$ cat config.mk
export PLATFORM = sky130hd
export DESIGN_NAME = fetch_pc_unit_flat
export DESIGN_NICKNAME = d
export VERILOG_FILES = /design/src/rtl/fetch_pc_unit_if.sv /design/src/rtl/fetch_pc_unit.sv /design/src/flat_wrapper.sv
export SDC_FILE = /design/constraint.sdc
export NUM_CORES = 1
export LEC_CHECK = 0
export ABC_AREA = 1
export BUFFER_PORTS_ARGS = -buffer_cell sky130_fd_sc_hd__buf_4
export CAP_MARGIN = 20
export CORE_MARGIN = 2
export CORE_UTILIZATION = 50
export DETAILED_ROUTE_END_ITERATION = 8
export PLACE_DENSITY = 0.78
export SLEW_MARGIN = 20
export SYNTH_ARGS = -nofsm -noshare
export SYNTH_HDL_FRONTEND = slang
export SYNTH_SLANG_ARGS = --single-unit
$ cat constraint.sdc
create_clock -name clock -period 5.6 [get_ports clock]
set_input_delay 0.84 -clock clock [delete_from_list [all_inputs] [get_ports clock]]
set_output_delay 0.84 -clock clock [all_outputs]
set_load 0.01 [all_outputs]
$ cat src/rtl/fetch_pc_unit_if.sv
// Instruction-memory read channel: request/address from the fetch stage,
// acknowledge/data back from memory.
interface fetch_pc_unit_if #(
  parameter int PCW = 64
);
  logic           req;
  logic [PCW-1:0] addr;
  logic           ack;
  logic [31:0]    rdata;

  modport master (output req, output addr, input ack, input rdata);
  modport slave  (input req, input addr, output ack, output rdata);
endinterface

$ cat src/rtl/fetch_pc_unit.sv
// PC register and req/ack instruction fetch feeding IR to the control unit;
// also holds the VCNZ status register.
module fetch_pc_unit #(
  parameter int             PCW      = 64,
  parameter logic [PCW-1:0] RESET_PC = '0,
  parameter int             TIMEOUT  = 15
) (
  input  logic             clock,
  input  logic             reset,
  input  logic             fetch,
  input  logic [1:0]       pc_sel,
  input  logic [31:0]      k,
  input  logic [PCW-1:0]   pc_in,
  input  logic             status_load,
  input  logic [3:0]       flags_in,
  fetch_pc_unit_if.master  imem,
  output logic [PCW-1:0]   pc,
  output logic [31:0]      IR,
  output logic             ir_valid,
  output logic             busy,
  output logic             fault,
  output logic [3:0]       status
);

  typedef enum logic [1:0] {S_IDLE, S_REQ, S_DONE, S_FAULT} state_t;

  localparam logic [7:0] TIMER_LAST = 8'(TIMEOUT - 1);

  state_t         state_reg, state_next;
  logic [7:0]     timer_reg, timer_next;
  logic           req_reg, req_next;
  logic [PCW-1:0] addr_reg, addr_next;
  logic [31:0]    ir_reg, ir_next;
  logic           ir_valid_reg, ir_valid_next;
  logic           fault_reg, fault_next;
  logic [PCW-1:0] pc_reg, pc_next;
  logic [3:0]     status_reg, status_next;
  logic [PCW-1:0] jump_off;

  // Word offset: sign-extend to full PC width before scaling to bytes.
  assign jump_off = PCW'($signed(k)) << 2;

  always_comb begin
    state_next    = state_reg;
    timer_next    = timer_reg;
    req_next      = req_reg;
    addr_next     = addr_reg;
    ir_next       = ir_reg;
    ir_valid_next = 1'b0;
    fault_next    = fault_reg;
    case (state_reg)
      S_IDLE: begin
        if (fetch) begin
          addr_next  = pc_reg;
          req_next   = 1'b1;
          timer_next = '0;
          state_next = S_REQ;
        end
      end
      S_REQ: begin
        // A late ack on the final waiting cycle still wins over the timeout.
        if (imem.ack) begin
          ir_next       = imem.rdata;
          req_next      = 1'b0;
          ir_valid_next = 1'b1;
          state_next    = S_DONE;
        end else if (timer_reg == TIMER_LAST) begin
          req_next   = 1'b0;
          fault_next = 1'b1;
          state_next = S_FAULT;
        end else begin
          timer_next = timer_reg + 8'd1;
        end
      end
      S_DONE:  state_next = S_IDLE;
      S_FAULT: state_next = S_FAULT;
      default: state_next = S_IDLE;
    endcase
  end

  always_comb begin
    pc_next = pc_reg;
    case (pc_sel)
      2'b00:   pc_next = pc_reg;
      2'b01:   pc_next = pc_reg + PCW'(4);
      2'b10:   pc_next = pc_reg + jump_off;
      default: pc_next = pc_in;
    endcase
  end

  assign status_next = status_load ? flags_in : status_reg;

  always_ff @(posedge clock or posedge reset) begin
    if (reset) begin
      state_reg    <= S_IDLE;
      timer_reg    <= '0;
      req_reg      <= 1'b0;
      addr_reg     <= '0;
      ir_reg       <= '0;
      ir_valid_reg <= 1'b0;
      fault_reg    <= 1'b0;
      pc_reg       <= RESET_PC;
      status_reg   <= '0;
    end else begin
      state_reg    <= state_next;
      timer_reg    <= timer_next;
      req_reg      <= req_next;
      addr_reg     <= addr_next;
      ir_reg       <= ir_next;
      ir_valid_reg <= ir_valid_next;
      fault_reg    <= fault_next;
      pc_reg       <= pc_next;
      status_reg   <= status_next;
    end
  end

  assign imem.req  = req_reg;
  assign imem.addr = addr_reg;
  assign pc        = pc_reg;
  assign IR        = ir_reg;
  assign ir_valid  = ir_valid_reg;
  assign busy      = (state_reg != S_IDLE);
  assign fault     = fault_reg;
  assign status    = status_reg;

endmodule
$ cat src/flat_wrapper.sv
// flat-port wrapper written by rule: the top's interface ports become plain ports
module fetch_pc_unit_flat 
#(
  parameter int             PCW      = 64,
  parameter logic [PCW-1:0] RESET_PC = '0,
  parameter int             TIMEOUT  = 15
)
  (clock, reset, fetch, pc_sel, k, pc_in, status_load, flags_in, pc, IR, ir_valid, busy, fault, status, imem_req, imem_addr, imem_ack, imem_rdata);
  fetch_pc_unit_if #(.PCW(PCW)) imem_i ();
  input  logic clock;
  input  logic reset;
  input  logic fetch;
  input  logic [1:0] pc_sel;
  input  logic [31:0] k;
  input  logic [PCW-1:0] pc_in;
  input  logic status_load;
  input  logic [3:0] flags_in;
  output logic [PCW-1:0] pc;
  output logic [31:0] IR;
  output logic ir_valid;
  output logic busy;
  output logic fault;
  output logic [3:0] status;
  output wire logic [$bits(imem_i.req)-1:0] imem_req;
  output wire logic [$bits(imem_i.addr)-1:0] imem_addr;
  input wire logic [$bits(imem_i.ack)-1:0] imem_ack;
  input wire logic [$bits(imem_i.rdata)-1:0] imem_rdata;
  assign imem_req = imem_i.req;
  assign imem_addr = imem_i.addr;
  assign imem_i.ack = imem_ack;
  assign imem_i.rdata = imem_rdata;
  fetch_pc_unit #(.PCW(PCW), .RESET_PC(RESET_PC), .TIMEOUT(TIMEOUT)) u_core (.clock(clock), .reset(reset), .fetch(fetch), .pc_sel(pc_sel), .k(k), .pc_in(pc_in), .status_load(status_load), .flags_in(flags_in), .imem(imem_i), .pc(pc), .IR(IR), .ir_valid(ir_valid), .busy(busy), .fault(fault), .status(status));
endmodule
# After elaboration in Yosys (flattened, before gate mapping)
# Index checks and enable logic that the tools add are counted.
# word_totals
regBits	177
input_bits	139
out_inout_bits	168
word_cells	48
# classes
n_addsub	3
n_eq_ne	10
n_mux	15
bitwise_logic	1
reduce_logical	10
# op_table
op	count
case mux 64 bit (3 select lines)	1
adder 64 x 3 -> 64 bit (second input constant)	1
adder 64 bit	1
two-way mux 8 bit	3
case mux 8 bit (2 select lines)	1
adder 8 x 1 -> 8 bit (second input constant)	1
equality test 8 x 4 -> 1 bit (second input constant)	1
case mux 2 bit (4 select lines)	1
equality test 2 bit (second input constant)	3
two-way mux 2 bit	3
inequality test 2 bit (second input constant)	3
AND reduction 2 bit	3
AND reduction 3 bit	2
two-way mux 1 bit	5
equality test 2 x 1 -> 1 bit (second input constant)	2
logical NOT 2 bit	2
AND reduction 4 bit	1
nonzero test 2 bit	2
inequality test 3 x 2 -> 1 bit (second input constant)	1
case mux 1 bit (2 select lines)	1
inverter 1 bit	1

# Depth between registers and ports, before layout
# depth
depth_word	4
ltp_mapped	24
depth_no_buf	21

# Least setup slack after synthesis
# OpenSTA, ideal clock, no wires.
# synth_path
kind	input to register
start	input pc_sel[0]
end	register u_core.pc_reg[62], in the netlist u_core.pc[62]
setup_time_ps	117
arrival_time_ps	3458
required_time_ps	5483
slack_ps	2025
path_stages	22
path_buffers	3
cell_sequence	inv_1 ha_1 buf_2 buf_4 clkbuf_1 nand2_1 ha_1 fa_1 nand3_1 nand3_1 nand2_1 nand2_1 nand2_1 nand2_1 nand2_1 nand2_1 nand2_1 nand3_1 nand2_1 nand3_1 nand2_1 nand2_1
# synth_via
elab_chain_cells	2
elab_cells_between_ends	4
classes_between	2 x eq/ne; 1 x mux; 1 x reduce/logical
# synth_lines
item	line_no	rtl
start, declared	flat_wrapper.sv:13	input logic [1:0] pc_sel;
equality test 2 bit, or another cell as far along	fetch_pc_unit.sv:83	case (pc_sel)
case mux 64 bit (3 select lines)	fetch_pc_unit.sv:83	
end signal, assigned	fetch_pc_unit.sv:112	pc_reg <= pc_next;
end, declared	fetch_pc_unit.sv:36	logic [PCW-1:0] pc_reg, pc_next;
# Parallel ways exist; a longest one is shown, timed or not.
# A chain may end at the register's enable or synchronous reset.

# Final worst setup path
# layout_path
start	input pc_sel[0]
end	register u_core.pc_reg[54], in the netlist u_core.pc[54]
# The elaborated chain is that of the path after synthesis.

==> flow_summary.json <==
{
  "hold_violations": 0,
  "insertion_delay_ns": 0.45,
  "initial_utilization_pct": 50.8,
  "critPathMaxStageDelay_ns": 0.65,
  "gpl.final_weighted_congestion": 1.01,
  "cts_post_setup_buffers_inserted": 0,
  "timing.rr.start": "u_core.pc[11]",
  "fraction_of_power_consumed_by_sequential_logic_pct": 33.6,
  "cp_num_cells": 18,
  "syn_area_um2": 12800,
  "grt_start_max_net_pins": 71,
  "post_route_cells_drive_above_1_share_pct": 15.6,
  "routed_wire_length_per_instance_um": 16.7,
  "clk_transition_reported_paths_ns": 0.08,
  "die_area_um2": 26800,
  "ys_seq_elements": 177,
  "clock-root-buffer": "clkbuf_16",
  "port_buffers": 306,
  "kind_of_launch_point_of_the_worst_setup_path": "input port",
  "global_route_wire_length_before_repair_mm": 69.6,
  "setup_repair_after_global_routing_missed_its_margin": "false",
  "postSynth.topFlopCell": "dfrtp_1",
  "power.density_cell_area_nw_per_um2": 386,
  "asyncSetResetFlopFracSynth_pct": 100,
  "finalCriticalPeriod_ns": 3.88,
  "crit_family": "simple AND/OR/NAND/NOR gates",
  "avgSynthCellArea_um2": 6.11,
  "setup_viol_count_final": 0,
  "max-vdd-ir-drop_mv": 0.243,
  "dpl.hpwl_mm": 36.2,
  "tritoncts_num_sinks": 177,
  "via_count_of_the_first_global_routing_pass": 13017,
  "critical_path.max_fanout": 40,
  "min_delay_path_depth": 1,
  "cts_tree": "built",
  "hold_fix_buffers_at_cts": 0,
  "power.net_switching_mw": 2.65,
  "post_synthesis_cells": 2088,
  "coreArea_um2": 25100,
  "synth.yosys.seq_area_share_pct": 34.7,
  "critical_path_cell_sequence": "buf_4 -> inv_1 -> ha_2 -> nand2_2 -> nand2_1 -> nand2_1 -> nor2_1 -> nand2_1 -> nor2_1 -> inv_1 -> nor2_1 -> nand2_1 -> nand2_1 -> nand2_1 -> nand3_1 -> nand3_1 -> nand2_1 -> nand2_1",
  "worst_path_max_delay_cell": "nand2_2",
  "ctsHtreeMaxLevel": 4,
  "die_span_x_um": 164,
  "swShare_pct": 43.3,
  "setup.worst_path.end_class": "register",
  "fill_cells": 2383,
  "drv_cap": 0,
  "tritoncts.num_buffers": 17,
  "count_of_unresolved_drc_violations_after_routing": 0,
  "p_clk_share_pct": 20.3,
  "drt-vias-per-instance": 5.19,
  "syn2layout_area_growth_pct": 24.6,
  "dr_total_vias": 14034,
  "finalNonFillerCells": 2705,
  "rr_endpoint": "u_core.pc[52]",
  "drt-initial-drc-count": 1269,
  "slew_violations": 0,
  "holdCritStartpoint": "u_core.fault",
  "die_h_um": 164,
  "synth_enable_flop_cells": 0,
  "p_int_mw": 3.47,
  "leakage_nw": 9.50,
  "totalNegativeSetupSlack_ns": 0,
  "comb_power_share_pct": 46.1,
  "placed_cells": 2673,
  "cts_repair_resize_count": 0,
  "period_share_pct": 69.3,
  "worst_slew_margin_rel_pct": 41.1,
  "ctsLongestPathBuffers": 2,
  "antenna_violations_before_repair": 0,
  "dr.pass1.iters": 9,
  "outcome": "finished clean",
  "hold_class": "register to register",
  "grt_use_total_pct": 33.4,
  "whs_endpoint": "u_core.fault",
  "fmax_mhz": 258,
  "synth.lib_cells_used.distinct": 34,
  "crit_arrival_ns": 4.22,
  "fin_worst_skew_ns": 0.0195,
  "timing_worst_slew_pin_value_ns": 0.881,
  "critical-path-top-cell-by-count": "nand2_1",
  "critical_path_class": "input port to register",
  "mappedNetlistNets": 2264,
  "synth_warn": 0,
  "ant_nets": 0,
  "critical_path.n_buffers_inverters": 3,
  "antenna_cells_inserted": 0,
  "design.portCount": 307,
  "ff_to_ff_setup_slack_ns": 2.81,
  "finalNetCount": 2538,
  "gr-total-overflow": 0,
  "reg2regPathDepth": 14,
  "floorplan.rows": 58,
  "routed_wirelength_mm": 45.2,
  "total_power_mw": 6.13,
  "critPathRequiredTime_ns": 5.94
}
## Yosys cell counts, types with 2 or more instances
| cell | n | area [um^2] |
|---|---|---|
| nor3b_1 | 2 | 15.0 |
| a21oi_1 | 62 | 310 |
| buf_2 | 7 | 35.0 |
| o21ai_0 | 123 | 616 |
| mux2_2 | 4 | 45.0 |
| nand3b_1 | 3 | 22.5 |
| a41oi_1 | 2 | 17.5 |
| o21bai_1 | 2 | 15.0 |
| buf_6 | 2 | 22.5 |
| buf_4 | 3 | 22.5 |
| clkbuf_1 | 45 | 169 |
| xor2_1 | 36 | 315 |
| xnor2_1 | 3 | 26.3 |
| nand4_1 | 10 | 62.6 |
| buf_1 | 4 | 15.0 |
| o22ai_1 | 27 | 169 |
| inv_1 | 321 | 1200 |
| and2_1 | 2 | 12.5 |
| dfrtp_1 | 177 | 4430 |
| inv_2 | 5 | 18.8 |
| nor2_1 | 234 | 878 |
| clkinv_1 | 3 | 11.3 |
| o211ai_1 | 3 | 22.5 |
| o21ai_1 | 9 | 45.0 |
| nand2_1 | 839 | 3150 |
| ha_1 | 36 | 450 |
| nand3_1 | 105 | 526 |
| nor3_1 | 9 | 45.0 |
| nor2_2 | 5 | 31.3 |
## final cells by class
cell class	instances	area [um^2]	share of cell area, %
Clock buffer	18	439	2.76
Clock inverter	14	156	0.984
Inverter	329	1240	7.80
Multi-Input combinational cell	1521	6840	43.1
Sequential cell	177	4430	27.9
Tap cell	330	413	2.60
Timing Repair Buffer	316	2370	14.9
## per-stage QoR
step	cell area [um^2]	util, %	setup WS, ns	hold slack, ns
detailed placement	15300	60.9	1.34	0.446
CTS	15900	63.3	1.80	0.464
global route	15900	63.3	1.41	0.493
floorplan	12800	-	2.03	0.486
finish	15900	63.3	1.72	0.461
global placement	15300	60.9	1.33	0.446
## per-layer routing
metal  track usage (%)  part of all wire [%]  up-vias
met5                 0                     0        -
met4              11.8                   2.8        0
met3              4.49                   8.1       67
met2              53.9                    45      599
met1              46.2                    44     6414
li1                  -                     -     6954
## power by group through the flow
| stage | clock (mW) | sequential (mW) | combinational [mW] |
|---|---|---|---|
| after global placement | 0 | 2.07 | 2.78 |
| final | 1.24 | 2.06 | 2.82 |
| after global routing | 1.30 | 2.11 | 3.12 |
| after CTS | 1.25 | 2.06 | 2.82 |
| after floorplan | 0 | 2.22 | 1.34 |
| after detailed placement | 0 | 2.08 | 2.81 |
## how the worst max path moves through the flow
| stage | startpoint | slack, ns | end |
|---|---|---|---|
| CTS | pc_sel[0] | 1.80 | u_core.pc[54] |
| global placement | pc_sel[0] | 1.33 | u_core.pc[54] |
| finish | pc_sel[0] | 1.72 | u_core.pc[54] |
| global route | pc_sel[0] | 1.41 | u_core.pc[54] |
| floorplan | pc_sel[0] | 2.03 | u_core.pc[62] |
| detailed placement | pc_sel[0] | 1.34 | u_core.pc[54] |
## layout by cell type (no fill, tap or decap), types with 4 or more instances in the layout
master	Yosys	final
a21oi_1	62	62
buf_4	3	316
clkbuf_16	0	17
dfrtp_1	177	177
ha_1	36	34
inv_1	321	320
inv_2	5	6
inv_8	0	5
mux2_2	4	4
nand2_1	839	838
nand3_1	105	105
nand4_1	10	10
nor2_1	234	233
nor2_2	5	6
nor3_1	9	9
o21ai_0	123	123
o21ai_1	9	9
o22ai_1	27	27
xor2_1	36	36
## cell families after synthesis
| family | after synthesis | share of synthesized area (%) |
|---|---|---|
| flip-flops | 177 | 34.7 |
| buffers and inverters | 390 | 11.8 |
| AO/OA/AOI/OAI | 229 | 9.43 |
| adder cells (fa/ha/maj) | 37 | 3.69 |
| multiplexers | 4 | 0.353 |
| XOR/XNOR | 39 | 2.68 |
| AND/OR/NAND/NOR | 1212 | 37.4 |
(Power assumes the default switching activity.)
